`config.mk`:
```
export PLATFORM = sky130hd
export DESIGN_NAME = serial_audio_encoder_flat
export DESIGN_NICKNAME = d
export VERILOG_FILES = /design/src/rtl/serial_audio_pkg.sv /design/src/rtl/serial_audio_encoder_if.sv /design/src/rtl/serial_audio_clock_gen.sv /design/src/rtl/serial_audio_encoder.sv /design/src/flat_wrapper.sv
export SDC_FILE = /design/constraint.sdc
export NUM_CORES = 1
export LEC_CHECK = 0
export CORE_ASPECT_RATIO = 2
export CORE_MARGIN = 4
export CORE_UTILIZATION = 52
export CTS_BUF_LIST = sky130_fd_sc_hd__clkbuf_16
export CTS_CLUSTER_DIAMETER = 60
export DETAILED_ROUTE_END_ITERATION = 12
export HOLD_SLACK_MARGIN = 0.03
export PLACE_DENSITY_LB_ADDON = 0.25
export SLEW_MARGIN = 20
export SYNTH_ARGS = -nofsm -noshare
export SYNTH_HDL_FRONTEND = slang
export SYNTH_HIERARCHICAL = 1
export SYNTH_SLANG_ARGS = --single-unit
```
`constraint.sdc`:
```
create_clock -name clk -period 4.1 [get_ports clk]
set_input_delay 1.025 -clock clk [delete_from_list [all_inputs] [get_ports clk]]
set_output_delay 1.025 -clock clk [all_outputs]
set_load 0.005 [all_outputs]
```
`src/rtl/serial_audio_pkg.sv`:
```
// Shared definitions for the serial audio encoder/decoder pair.
package serial_audio_pkg;

    localparam int unsigned SLOT_W16 = 16;
    localparam int unsigned SLOT_W32 = 32;

    typedef enum logic {
        CH_LEFT  = 1'b0,
        CH_RIGHT = 1'b1
    } channel_e;

    typedef enum logic {
        FMT_LJ  = 1'b0,
        FMT_I2S = 1'b1
    } format_e;

    // Mode inputs captured at each slot start and held for the whole slot.
    typedef struct packed {
        format_e fmt;
        logic    polarity;
        logic    wide;
    } slot_cfg_t;

    // Index of the last bit in a slot of the given width.
    function automatic logic [4:0] slot_last_bit(input logic wide);
        return wide ? 5'(SLOT_W32 - 1) : 5'(SLOT_W16 - 1);
    endfunction

endpackage

```
`src/rtl/serial_audio_encoder_if.sv`:
```
// Sample stream handshake between a producer and the serial audio encoder.
interface serial_audio_encoder_if;

    logic        i_valid;
    logic        i_ready;
    logic        i_is_left;
    logic [31:0] i_audio;

    modport master (
        output i_valid,
        output i_is_left,
        output i_audio,
        input  i_ready
    );

    modport slave (
        input  i_valid,
        input  i_is_left,
        input  i_audio,
        output i_ready
    );

endinterface

```
`src/rtl/serial_audio_clock_gen.sv`:
```
// Bit clock divider: sclk toggles every SCLK_HALF master clocks; fall_o marks
// the master-clock cycle in which sclk goes from 1 to 0.
module serial_audio_clock_gen #(
    parameter int unsigned SCLK_HALF = 2
) (
    input  logic clk,
    input  logic reset,
    output logic sclk_o,
    output logic fall_o
);

    localparam int unsigned DIV_W = (SCLK_HALF > 1) ? $clog2(SCLK_HALF) : 1;

    logic [DIV_W-1:0] div_q, div_d;
    logic             sclk_q, sclk_d;
    logic             term;

    // Divider next state and fall strobe.
    always_comb begin
        term   = (div_q == DIV_W'(SCLK_HALF - 1));
        div_d  = term ? '0 : div_q + 1'b1;
        sclk_d = term ? ~sclk_q : sclk_q;
        fall_o = term & sclk_q;
    end

    // Divider and sclk registers.
    always_ff @(posedge clk or posedge reset) begin
        if (reset) begin
            div_q  <= '0;
            sclk_q <= 1'b0;
        end else begin
            div_q  <= div_d;
            sclk_q <= sclk_d;
        end
    end

    assign sclk_o = sclk_q;

endmodule

```
`src/rtl/serial_audio_encoder.sv`:
```
// Parallel-to-serial audio transmitter producing lrclk/sclk/sdout in
// left-justified or I2S framing with 16- or 32-bit slots.
module serial_audio_encoder
    import serial_audio_pkg::*;
#(
    parameter int unsigned SCLK_HALF = 2
) (
    input  logic                         clk,
    input  logic                         reset,
    input  logic                         is_i2s,
    input  logic                         lrclk_polarity,
    input  logic                         is_32bit,
    serial_audio_encoder_if.slave        samp,
    output logic                         lrclk,
    output logic                         sclk,
    output logic                         sdout,
    output logic                         is_error
);

    logic fall;

    serial_audio_clock_gen #(
        .SCLK_HALF (SCLK_HALF)
    ) u_clock_gen (
        .clk    (clk),
        .reset  (reset),
        .sclk_o (sclk),
        .fall_o (fall)
    );

    slot_cfg_t        cfg_q, cfg_d;
    channel_e         chan_q, chan_d;
    logic             lr_right_q, lr_right_d;
    logic             slotted_q, slotted_d;
    logic [4:0]       bit_cnt_q, bit_cnt_d;
    logic [1:0][31:0] hold_q, hold_d;
    logic [1:0]       full_q, full_d;
    logic             started_q, started_d;
    logic             err_q, err_d;
    logic [31:0]      shift_q, shift_d;
    logic             lj_q, lj_d;
    logic             sdout_q, sdout_d;

    logic             slot_start;
    logic             load_ok;
    logic [31:0]      word;
    logic             lj_bit;
    channel_e         sel;
    logic             accept;

    // Holding registers and the input handshake.
    always_comb begin
        sel          = samp.i_is_left ? CH_LEFT : CH_RIGHT;
        samp.i_ready = ~full_q[sel];
        accept       = samp.i_valid & ~full_q[sel];
        load_ok      = full_q[chan_q];
        full_d       = full_q;
        hold_d       = hold_q;
        // Loading the current channel and accepting into it never coincide:
        // a full channel is not ready, an empty one has nothing to load.
        if (slot_start && load_ok) begin
            full_d[chan_q] = 1'b0;
        end
        if (accept) begin
            full_d[sel] = 1'b1;
            hold_d[sel] = samp.i_audio;
        end
        started_d = started_q | accept;
    end

    // Slot sequencing, shift register and serial output.
    always_comb begin
        slot_start = fall && (bit_cnt_q == slot_last_bit(cfg_q.wide));

        cfg_d = cfg_q;
        if (slot_start) begin
            cfg_d.fmt      = is_i2s ? FMT_I2S : FMT_LJ;
            cfg_d.polarity = lrclk_polarity;
            cfg_d.wide     = is_32bit;
        end

        bit_cnt_d = bit_cnt_q;
        if (fall) begin
            bit_cnt_d = slot_start ? '0 : bit_cnt_q + 5'd1;
        end

        chan_d     = chan_q;
        lr_right_d = lr_right_q;
        if (slot_start) begin
            chan_d     = (chan_q == CH_LEFT) ? CH_RIGHT : CH_LEFT;
            lr_right_d = (chan_q == CH_RIGHT);
        end
        slotted_d = slotted_q | slot_start;

        word    = load_ok ? hold_q[chan_q] : '0;
        lj_bit  = slot_start ? word[31] : shift_q[31];
        shift_d = shift_q;
        lj_d    = lj_q;
        sdout_d = sdout_q;
        if (fall) begin
            shift_d = slot_start ? (word << 1) : (shift_q << 1);
            lj_d    = lj_bit;
            // I2S sends the bit left-justified framing sent one fall earlier.
            sdout_d = (cfg_d.fmt == FMT_I2S) ? lj_q : lj_bit;
        end

        err_d = err_q | (slot_start & ~load_ok & started_q);
    end

    // State registers.
    always_ff @(posedge clk or posedge reset) begin
        if (reset) begin
            cfg_q      <= '{fmt: FMT_LJ, polarity: 1'b0, wide: 1'b0};
            chan_q     <= CH_LEFT;
            lr_right_q <= 1'b0;
            slotted_q  <= 1'b0;
            bit_cnt_q  <= '0;
            hold_q     <= '0;
            full_q     <= '0;
            started_q  <= 1'b0;
            err_q      <= 1'b0;
            shift_q    <= '0;
            lj_q       <= 1'b0;
            sdout_q    <= 1'b0;
        end else begin
            cfg_q      <= cfg_d;
            chan_q     <= chan_d;
            lr_right_q <= lr_right_d;
            slotted_q  <= slotted_d;
            bit_cnt_q  <= bit_cnt_d;
            hold_q     <= hold_d;
            full_q     <= full_d;
            started_q  <= started_d;
            err_q      <= err_d;
            shift_q    <= shift_d;
            lj_q       <= lj_d;
            sdout_q    <= sdout_d;
        end
    end

    // Until the first slot boundary lrclk rests at the live left level.
    assign lrclk    = slotted_q ? (lr_right_q ? ~cfg_q.polarity : cfg_q.polarity)
                                : lrclk_polarity;
    assign sdout    = sdout_q;
    assign is_error = err_q;

endmodule

```
`src/flat_wrapper.sv`:
```
// flat-port wrapper written by rule: the top's interface ports become plain ports
module serial_audio_encoder_flat import serial_audio_pkg::*;
#(
    parameter int unsigned SCLK_HALF = 2
)
  (clk, reset, is_i2s, lrclk_polarity, is_32bit, lrclk, sclk, sdout, is_error, samp_i_valid, samp_i_is_left, samp_i_audio, samp_i_ready);
  serial_audio_encoder_if samp_i ();
  input  logic clk;
  input  logic reset;
  input  logic is_i2s;
  input  logic lrclk_polarity;
  input  logic is_32bit;
  output logic lrclk;
  output logic sclk;
  output logic sdout;
  output logic is_error;
  input wire logic [$bits(samp_i.i_valid)-1:0] samp_i_valid;
  input wire logic [$bits(samp_i.i_is_left)-1:0] samp_i_is_left;
  input wire logic [$bits(samp_i.i_audio)-1:0] samp_i_audio;
  output wire logic [$bits(samp_i.i_ready)-1:0] samp_i_ready;
  assign samp_i.i_valid = samp_i_valid;
  assign samp_i.i_is_left = samp_i_is_left;
  assign samp_i.i_audio = samp_i_audio;
  assign samp_i_ready = samp_i.i_ready;
  serial_audio_encoder #(.SCLK_HALF(SCLK_HALF)) u_core (.clk(clk), .reset(reset), .is_i2s(is_i2s), .lrclk_polarity(lrclk_polarity), .is_32bit(is_32bit), .samp(samp_i), .lrclk(lrclk), .sclk(sclk), .sdout(sdout), .is_error(is_error));
endmodule
```
==> flow_summary.toml <==
[status]
status = "finished clean"

[sta]
setup_viol = 0
holdWs_ns = 0.453
slew_headroom = 0.460
setup_tns_ns = 0
fmax_mhz = 298
worst_slew_pin_slew_ns = 0.794
period_minus_slack_ns = 3.36
hold_viol_final = 0
finalCritPeriodShare = 0.820
fin_skew_ns = 0.0102
grt_setup_unrepaired = "false"
finalMaxSlewViolations = 0

[route]
drcViolationCount = 0
drtAntennaViolNets = 0
vias_per_cell = 5.70
drt_iter0_markers = 190
wl_mm = 9.65
drt_pass1_iterations = 5
vias = 3269
wl_per_cell_um = 16.8

[clocking]
postCtsSetupRepairBufs = 0
cts_tree = "built"
cts_resized = 0
clk_pin_slew_ns = 0.05
cts_hold_buf = 0
clockBufferDepth = 2
cts-root-buf = "clkbuf_16"
clkLatencyLatePin_ns = 0.41
cts_num_sinks = 114
cts_buffers = 17
h-tree-depth = 4

[floorplanning]
core_area_sq_um = 9380
die_w_um = 77.4
die_area_sq_um = 11400
rows = 50
pin_count = 44
die_h_um = 147
start_util = 0.534

[logic_synthesis]
synthArstFlopShare = 1.00
yosysMostFrequentCell = "dfrtp_1"
postSynthCellCount = 418
syn_area_per_cell_sq_um = 12.0
synth.cell_area_sq_um = 5010
yosys_most_used_dff = "dfrtp_1"
synth.distinct_cells = 33
syn_nets = 458
synth_warnings = 6
synth-seq-cells = 114
synth_common_cells = "dfrtp_1, mux2_2, nand2_1"
synthTopCellsByArea = "dfrtp_1, mux2_2, mux2i_1, a31oi_1, or3_1"
synth_top_cell_by_area = "dfrtp_1"
yosysSeqAreaShare = 0.569
synth_top_area_frac = 0.569
synth_edf_count = 0

[global_routing]
grt_max_degree = 68
met1_usage = 0.219
grtUsageMet2 = 0.309
track_usage = 0.187
grt_pass1_wl_mm = 16.6
grt_overflow = 0
grt_antenna_before_repair = 0
grt_busiest_layer = "met2"
grt_pass1_vias = 3429
use_met3 = 0.0521

[power]
power.leakage_nw = 2.58
cellPowerDensity_nw_per_um2 = 502
irDropWorstVdd_mv = 0.382
fin_total_pwr_w = 0.00305

[hold_path]
hold_class = "reg2reg"

[placement]
dpl.hpwl_mm = 5.81
io_buffers = 43
gp_congestion = 0.805
placed_area_sq_um = 5520
dp_cells = 544

[setup_path]
critPathKind = "in2out"
required_ns = 3.07
cp_max_fo = 3
worst-r2r-setup-slack_ns = 1.64
critPathLaunchType = "input pin"
crit_arrival_ns = 2.34
cp-end-kind = "output port"

[final_layout]
fin_cells = 574
layout.nets = 499
nFillCells = 742
drive_gt1_frac = 0.217
syn_to_final_growth_pct = 21.4
design_area_sq_um = 6080
antenna_cells = 0

[job]
maxCapViolCount = 0
-- registers in the layout (all words and copies together) (netlist names) --
| name | flops |
|---|---|
| u_core/cfg_q | 3 |
| u_core/hold_q | 64 |
| u_core/u_clock_gen/div_q | 1 |
| u_core/started_q | 1 |
| u_core/slotted_q | 1 |
| u_core/full_q | 2 |
| u_core/lj_q | 1 |
| u_core/is_error | 1 |
| u_core/bit_cnt_q | 5 |
| u_core/lr_right_q | 1 |
| u_core/shift_q | 31 |
| u_core/u_clock_gen/sclk_o | 1 |
| u_core/sdout | 1 |
| u_core/chan_q | 1 |
-- cell type report --
| class | count | area [sq um] | share of cell area |
|---|---|---|---|
| Multi-Input combinational cell | 270 | 2010 | 0.331 |
| Sequential cell | 114 | 2850 | 0.469 |
| Tap cell | 104 | 130 | 0.0214 |
| Inverter | 7 | 28.8 | 0.00473 |
| Timing Repair Buffer | 49 | 500 | 0.0823 |
| Clock buffer | 17 | 425 | 0.0700 |
| Clock inverter | 13 | 129 | 0.0212 |
-- layer usage --
layer / wire length [um] / vias up
met5: 0 / -
met1: 3880 / 1637
met2: 5160 / 59
met3: 371 / 18
li1: - / 1555
met4: 238 / 0
-- layout by cell type, fill, tap and decap left out, types with 3 or more instances in the layout --
| cell | Yosys | routed |
|---|---|---|
| a21oi_1 | 3 | 3 |
| a31oi_1 | 29 | 29 |
| buf_4 | 0 | 4 |
| bufinv_16 | 0 | 3 |
| clkbuf_16 | 0 | 17 |
| clkdlybuf4s50_1 | 0 | 43 |
| clkinv_1 | 0 | 6 |
| dfrtp_1 | 114 | 113 |
| inv_1 | 7 | 9 |
| mux2_2 | 66 | 66 |
| mux2i_1 | 34 | 33 |
| nand2_1 | 44 | 43 |
| nor2_1 | 34 | 34 |
| o21ai_0 | 3 | 3 |
| or3_1 | 29 | 29 |
| xnor2_1 | 4 | 4 |
| xor2_1 | 3 | 3 |
-- stage by stage --
| stage | util | worst slack, ns |
|---|---|---|
| 6_report | 0.648 | 0.740 |
| 5_1_grt | 0.648 | 0.672 |
| 4_1_cts | 0.647 | 0.730 |
| 3_5_place_dp | 0.588 | 0.743 |
| 3_3_place_gp | 0.588 | 0.787 |
| 2_1_floorplan | - | 0.116 |
-- critical path, stage by stage --
cell and delay [ns]:
clkdlybuf4s50_1 0.58, mux2i_1 0.21, clkdlybuf4s50_1 0.52
-- worst paths after layout --
path                       cells after the start                 startpoint                   endpoint
setup / recovery                               3             samp_i_is_left               samp_i_ready
hold / removal                                 1   u_core/u_clock_gen/div_q   u_core/u_clock_gen/div_q
setup reg to reg                               6  u_core/u_clock_gen/sclk_o        u_core/bit_cnt_q[0]
hold reg to reg                                1   u_core/u_clock_gen/div_q   u_core/u_clock_gen/div_q
max in group asynchronous                      3                      reset              u_core/chan_q
min in group asynchronous                      2                      reset  u_core/u_clock_gen/sclk_o
-- cells by family after synthesis --
group,count (synthesis),share of synthesized area
buffers and inverters,34,0.0322
AO/OA/AOI/OAI,42,0.0532
AND/OR/NAND/NOR,120,0.114
multiplexers,100,0.216
XOR/XNOR,7,0.0122
adder cells (fa/ha/maj),1,0.00250
flip-flops,114,0.569
-- where the power goes --
part	leakage [nW]	internal, W	switching [W]	total (W)
sequential	1.46	0.00130	0.0000895	0.00139
clock	0.281	0.000923	0.000472	0.00139
combinational	0.833	0.000179	0.0000876	0.000266
(Power assumes the default switching activity.)
